**config.mk**
```make
export PLATFORM = sky130hd
export DESIGN_NAME = alu_exc_ctrl
export DESIGN_NICKNAME = d
export VERILOG_FILES = /design/src/rtl/alu_exc_pkg.sv /design/src/rtl/sat_counter.sv /design/src/rtl/alu_exc_ctrl.sv
export SDC_FILE = /design/constraint.sdc
export NUM_CORES = 1
export LEC_CHECK = 0
export ABC_AREA = 1
export BUFFER_PORTS_ARGS = -buffer_cell sky130_fd_sc_hd__buf_2
export CAP_MARGIN = 25
export CORE_MARGIN = 5
export CORE_UTILIZATION = 43
export CTS_BUF_LIST = sky130_fd_sc_hd__clkbuf_8
export DETAILED_ROUTE_END_ITERATION = 8
export PLACE_DENSITY = 0.65
export SLEW_MARGIN = 20
export SYNTH_ARGS = -nofsm -noshare
export SYNTH_HDL_FRONTEND = slang
export SYNTH_SLANG_ARGS = --single-unit
```
**constraint.sdc**
```tcl
create_clock -name clock -period 3.36 [get_ports clock]
set_input_delay 0.336 -clock clock [delete_from_list [all_inputs] [get_ports clock]]
set_output_delay 0.336 -clock clock [all_outputs]
set_load 0.05 [all_outputs]
```
**src/rtl/alu_exc_pkg.sv**
```systemverilog
// alu_exc_pkg: shared types and constants for the arithmetic exception
// controller.
//   state_t          controller states (IDLE, TRAP, HANDLER)
//   EXC_OV / EXC_RI  cause codes for overflow and reserved instruction
//   OP_*             ALU op encodings the controller decodes
//   VECTOR_DEFAULT   default handler entry address
package alu_exc_pkg;

  typedef enum logic [1:0] {
    IDLE    = 2'd0,
    TRAP    = 2'd1,
    HANDLER = 2'd2
  } state_t;

  localparam logic [4:0] EXC_OV = 5'd12;
  localparam logic [4:0] EXC_RI = 5'd10;

  localparam logic [2:0] OP_ADD  = 3'b010;
  localparam logic [2:0] OP_SUB  = 3'b110;
  localparam logic [2:0] OP_BAD0 = 3'b011;
  localparam logic [2:0] OP_BAD1 = 3'b111;

  localparam logic [31:0] VECTOR_DEFAULT = 32'h8000_0180;

  // Only signed add/sub can raise a trapping overflow.
  function automatic logic is_arith_op(input logic [2:0] op);
    return (op == OP_ADD) || (op == OP_SUB);
  endfunction

  // Encodings the ALU does not implement.
  function automatic logic is_bad_op(input logic [2:0] op);
    return (op == OP_BAD0) || (op == OP_BAD1);
  endfunction

endpackage

```
**src/rtl/sat_counter.sv**
```systemverilog
// sat_counter: up-counter that sticks at its all-ones value.
//   clock  rising-edge clock
//   reset  synchronous, active-high; clears count
//   inc    add one this cycle (ignored once saturated)
//   count  current value
module sat_counter #(
  parameter int W = 8
) (
  input  logic         clock,
  input  logic         reset,
  input  logic         inc,
  output logic [W-1:0] count
);

  // NOTE: state registers use non-blocking assignments so every flop
  // samples pre-edge values regardless of block evaluation order.
  always_ff @(posedge clock) begin
    if (reset) begin
      count <= '0;
    end else if (inc && (count != {W{1'b1}})) begin
      count <= count + W'(1);
    end
  end

endmodule

```
**src/rtl/alu_exc_ctrl.sv**
```systemverilog
// alu_exc_ctrl: arithmetic exception controller in the EX stage.
// Samples ALU status each cycle; on a trapping overflow it flushes the
// pipeline, records EPC/Cause, raises EXL and redirects fetch to VECTOR.
// An ERET while the handler runs redirects fetch to EPC+4 and drops EXL.
//
// Build option: ALU_BADOP_EXC_EN -- when defined, undefined ALU ops
// (3'b011, 3'b111) also trap with cause RI, taking priority over Ov.
//
// Ports:
//   clock, reset           rising-edge clock, synchronous active-high reset
//   ex_valid               EX instruction is real (0 masks all other inputs)
//   ex_op, ex_trap_en      ALU op and "traps on overflow" flag
//   ex_overflow, ex_pc     ALU overflow flag and PC of the EX instruction
//   ex_eret                EX instruction is ERET
//   flush, redirect        one-cycle pulses, always coincident
//   redirect_pc            fetch target; holds when redirect is low
//   epc, cause             PC and code of the last trap taken
//   exl                    exception level, high while the handler runs
//   trap_count             saturating count of traps taken
module alu_exc_ctrl
  import alu_exc_pkg::*;
#(
  parameter int              PC_W   = 32,
  parameter logic [PC_W-1:0] VECTOR = VECTOR_DEFAULT[PC_W-1:0]
) (
  input  logic            clock,
  input  logic            reset,
  input  logic            ex_valid,
  input  logic [2:0]      ex_op,
  input  logic            ex_trap_en,
  input  logic            ex_overflow,
  input  logic [PC_W-1:0] ex_pc,
  input  logic            ex_eret,
  output logic            flush,
  output logic            redirect,
  output logic [PC_W-1:0] redirect_pc,
  output logic [PC_W-1:0] epc,
  output logic [4:0]      cause,
  output logic            exl,
  output logic [7:0]      trap_count
);

  state_t state;
  logic   hit_ov;
  logic   hit_bad;
  logic   take;

  assign hit_ov = ex_valid & ex_trap_en & ex_overflow & ~exl & is_arith_op(ex_op);

`ifdef ALU_BADOP_EXC_EN
  assign hit_bad = ex_valid & ~exl & is_bad_op(ex_op);
`else
  assign hit_bad = 1'b0;
`endif

  // Traps are only accepted from IDLE; TRAP and HANDLER drop them.
  assign take = (state == IDLE) & (hit_ov | hit_bad);

  always_ff @(posedge clock) begin
    if (reset) begin
      state       <= IDLE;
      flush       <= 1'b0;
      redirect    <= 1'b0;
      redirect_pc <= '0;
      epc         <= '0;
      cause       <= '0;
      exl         <= 1'b0;
    end else begin
      // Pulses default low; redirect_pc keeps its last target.
      flush    <= 1'b0;
      redirect <= 1'b0;
      unique case (state)
        IDLE: begin
          if (take) begin
            state       <= TRAP;
            flush       <= 1'b1;
            redirect    <= 1'b1;
            redirect_pc <= VECTOR;
            epc         <= ex_pc;
            cause       <= hit_bad ? EXC_RI : EXC_OV;
            exl         <= 1'b1;
          end
        end
        TRAP: begin
          // Pulse is visible this cycle; ERET here is too early to honour.
          state <= HANDLER;
        end
        HANDLER: begin
          // ERET wins over any overflow presented in the same cycle.
          if (ex_valid && ex_eret) begin
            state       <= IDLE;
            flush       <= 1'b1;
            redirect    <= 1'b1;
            redirect_pc <= epc + PC_W'(4);
            exl         <= 1'b0;
          end
        end
        default: state <= IDLE;
      endcase
    end
  end

  sat_counter #(.W(8)) u_trap_count (
    .clock (clock),
    .reset (reset),
    .inc   (take),
    .count (trap_count)
  );

endmodule

```
==> results list <==
* Avg WL per Cell: roughly 14 um
- Clk Tree Root Cell: sky130_fd_sc_hd__clkbuf_8
- Measured against its own limit, the worst slew margin works out to approximately 48%.
- The first detailed-routing pass ran for 4 iterations.
* Width of the die: a little over 100 um
* Area of the die: approximately 11000 um^2
- Final count of negative-setup-slack endpoints: 0
- Layout Cells excl Fill: 780
- P per Cell Area: ~380 nW/um^2
- HPWL reported at the end of detailed placement: 8.28 mm
- Number of storage elements in the synthesis netlist: 77
* Type of the tightest min-delay check: input port to flop
- Number of warnings reported in the yosys synthesis log: 0
- Leaving out fill and tap cells, the most frequent cell in the layout is sky130_fd_sc_hd__nand2_1.
- The worst path meets setup with ~1.7 ns of slack.
- In this design, the stage delay of the slowest critical-path cell is ~0.40 ns.
- Global-route wire length before repair: roughly 17 mm
* Number of remaining DRC errors: 0
- In this run the cell area of the synthesized design comes to roughly 3700 um^2.
* Required time of the critical path: roughly 3.6 ns
- IR drop worst, VDD: around 0.17 mV
- Detailed-route via count: just under 4000
- The run finished with clean final reports.
* Slowest stage cell, crit path: sky130_fd_sc_hd__dfxtp_1
- RD Place Congestion: about 0.9
- Reg clk slew, reported paths: about 0.080 ns
* Shortest clock period the worst path allows after layout: 1.70 ns
- No sink is reached through more buffers than the 2 on the longest clock path.
- Final max-slew violation count: 0
- Relative to the synthesized area, the layout overhead comes to 21.9%.
* Yosys top cell area share: roughly two fifths
* Level count of the clock H-tree: 3
- After global routing the overflow that remains totals 0.
* Violation count after the first detailed-route iteration: 168
* Pin count of the biggest net entering global routing: 29
- Once placement completed, the tool counted placed cells totaling 764.
- In the detailed route, the total length drawn on met2 is 5.30 mm.
- Detailed routing placed a total of around 860 um of wire on met3.
* Via density per instance: between 4 and 5
- Metal-1 WL: ~4.6 mm
* Initial antenna violation count: 0
- Counting distinct cell types in the post-synthesis netlist gives 30.
- Synthesis produced about 560 cells.
- CTS tree: yes
- 0 antenna diodes ended up in the layout.
* Total global routing track utilization: between 20% and 30%
* Final worst-path cycle share: 50.6%
- Prior to clock tree synthesis, the placed netlist has a worst setup slack of roughly 1.5 ns.
* Uppermost metal layer occupied by signal nets: met4
- The initialized floorplan defines 34 standard-cell rows.
- Post-CTS repair changed the size of 0 cells.
- Delay-heaviest family, CP: simple AND/OR/NAND/NOR gates
* Kind of capture point of the worst setup path: flop
* Max Fanout on Critical Path: 28
- Data on the critical path arrives at its endpoint at between 1.5 and 2 ns.
* Avg Cell Area, Syn: slightly below 7 um^2
- Final wirelength: 10.9 mm
- The die is ~100 um tall.
- Unrepaired setup endpoints after global routing: false
* Worst path most repeated cell: sky130_fd_sc_hd__inv_2
- The via count of the first global-routing pass came to 3647.
- Startpoint type of the worst setup path: flop
- After routing, the total negative slack on setup checks comes to 0 ns.
- Area of the core region: around 8600 um^2
* Commonest cells after routing, fill and taps aside: sky130_fd_sc_hd__nand2_1, sky130_fd_sc_hd__buf_2, sky130_fd_sc_hd__dfxtp_1
* Cts bufs inserted: 9
* Total design power: roughly 0.0017 W
- The critical path contains buffers and inverters numbering 3 combined.
- The count of nets left with antenna violations once routing finished came out at 0.
- In the post-synthesis netlist, the biggest area contributors are sky130_fd_sc_hd__dfxtp_1, sky130_fd_sc_hd__nand2_1, sky130_fd_sc_hd__nor2_1, sky130_fd_sc_hd__nand3_1, sky130_fd_sc_hd__o21ai_0.
- Worst skew pair latency: approximately 0.35 ns
* Count of nets after finishing: slightly above 700
- After clock tree synthesis, the setup repair step added 0 buffers.
- Dominant cell type by area after synthesis: sky130_fd_sc_hd__dfxtp_1
- Total of buffers placed on input and output ports: 116
- Number of top-level pins: 121
* Final clock skew: about 0.0085 ns
- Initial standard-cell utilization of the core: around 43%
* Final Hold Vio Count: 0
* Total leakage power: roughly 2.2 nW
* Hold-fix buffers at CTS: 0
- The clock net in this run drives a total of a little under 80 sinks.
* Cell-by-cell listing of the critical path: inv_2 > nand4_1 > nor2_2 > buf_4 > inv_2 > nand2_4 > nor2_8 > nand2_1 > o21ai_0
- Kind of critical path: flop to flop
- Across the run, the number of max-cap violations was 0.
- Ratio of cells with drive above 1 in the final layout: roughly a quarter
- Timing would allow up to 588 MHz.
* Part of the Yosys area used for sequential elements: between 40 and 50%
- Slew at the pin with the worst max-slew slack: between 0.7 and 0.8 ns
cell type report:
cell class	count	area [um^2]
inverter	53	199
clock inverter	5	33.8
fill	927	4040
tap	108	135
timing repair buffer	120	611
clock buffer	11	151
multi-input combinational	406	1880
sequential	77	1540
synth_stat cells:
master / number
sky130_fd_sc_hd__nand2_1: 164
sky130_fd_sc_hd__dfxtp_1: 77
sky130_fd_sc_hd__nor2_1: 73
sky130_fd_sc_hd__inv_1: 51
sky130_fd_sc_hd__nand3_1: 42
sky130_fd_sc_hd__o21ai_0: 39
sky130_fd_sc_hd__a21oi_1: 31
sky130_fd_sc_hd__nor2_2: 11
sky130_fd_sc_hd__buf_4: 9
sky130_fd_sc_hd__buf_2: 7
sky130_fd_sc_hd__nand2_2: 7
sky130_fd_sc_hd__clkbuf_1: 5
sky130_fd_sc_hd__nand4_1: 5
sky130_fd_sc_hd__nor2_4: 5
sky130_fd_sc_hd__xor2_1: 5
sky130_fd_sc_hd__nor3_1: 3
sky130_fd_sc_hd__o211ai_1: 3
sky130_fd_sc_hd__o21ai_1: 3
sky130_fd_sc_hd__ha_1: 2
sky130_fd_sc_hd__inv_2: 2
sky130_fd_sc_hd__nand3_2: 2
sky130_fd_sc_hd__and2_1: 1
sky130_fd_sc_hd__conb_1: 1
sky130_fd_sc_hd__nand2_4: 1
sky130_fd_sc_hd__nand3b_1: 1
sky130_fd_sc_hd__nor2_8: 1
sky130_fd_sc_hd__nor3_2: 1
sky130_fd_sc_hd__o21a_1: 1
sky130_fd_sc_hd__o21bai_1: 1
sky130_fd_sc_hd__xnor2_1: 1
kinds of logic after synthesis:
logic type / synth area share [%]
adders and majority gates: 0.670
AOI/OAI and AO/OA: 10.8
buffers and inverters: 8.57
DFF: 41.3
other: 0.100
xor gates and xnor gates: 1.41
and+or+nand+nor: 37.2
power by group:
part	switching (W)	leakage, nW	internal, W
sequential	0.0000148	0.622	0.000923
combinational	0.0000974	1.45	0.0000389
clock	0.000355	0.0917	0.000309
flip-flops by register name (all words and copies together) (netlist names):
name,count
cause,1
epc,32
exl,1
redirect,1
redirect_pc,32
state,2
u_trap_count.count,8
stage by stage:
step,utilization (%),hold slack [ns],cell area [um^2]
2_1_floorplan,-,0.467,3740
3_3_place_gp,50.8,0.425,4370
3_5_place_dp,50.8,0.429,4370
4_1_cts,53.0,0.199,4550
5_1_grt,53.0,0.215,4550
6_report,53.0,0.208,4550
worst reg2reg max path: stages, from the launching register on:
cell                      delay (ns)
sky130_fd_sc_hd__dfxtp_1        0.40
sky130_fd_sc_hd__inv_2          0.04
sky130_fd_sc_hd__nand4_1        0.10
sky130_fd_sc_hd__nor2_2         0.04
sky130_fd_sc_hd__buf_4          0.17
sky130_fd_sc_hd__inv_2          0.22
sky130_fd_sc_hd__nand2_4        0.12
sky130_fd_sc_hd__nor2_8         0.36
sky130_fd_sc_hd__nand2_1        0.09
sky130_fd_sc_hd__o21ai_0        0.09
layer usage:
metal | vias to the layer above | GRT usage, %
met1 | 1733 | 26.4
met3 | 16 | 4.16
li1 | 1976 | -
met2 | 119 | 35.9
met4 | 0 | 6.87
met5 | - | 0
final timing paths:
| path | cells after the start | end | slack [ns] | from |
|---|---|---|---|---|
| worst max-delay path | 9 | redirect_pc[16] | 1.66 | state[0] |
| worst max register to register | 9 | redirect_pc[16] | 1.66 | state[0] |
| worst min register to register | 2 | redirect_pc[4] | 0.45 | redirect_pc[4] |
| worst min-delay path | 3 | epc[17] | 0.21 | ex_pc[17] |
Note: power is estimated with default switching activity, not from simulation.
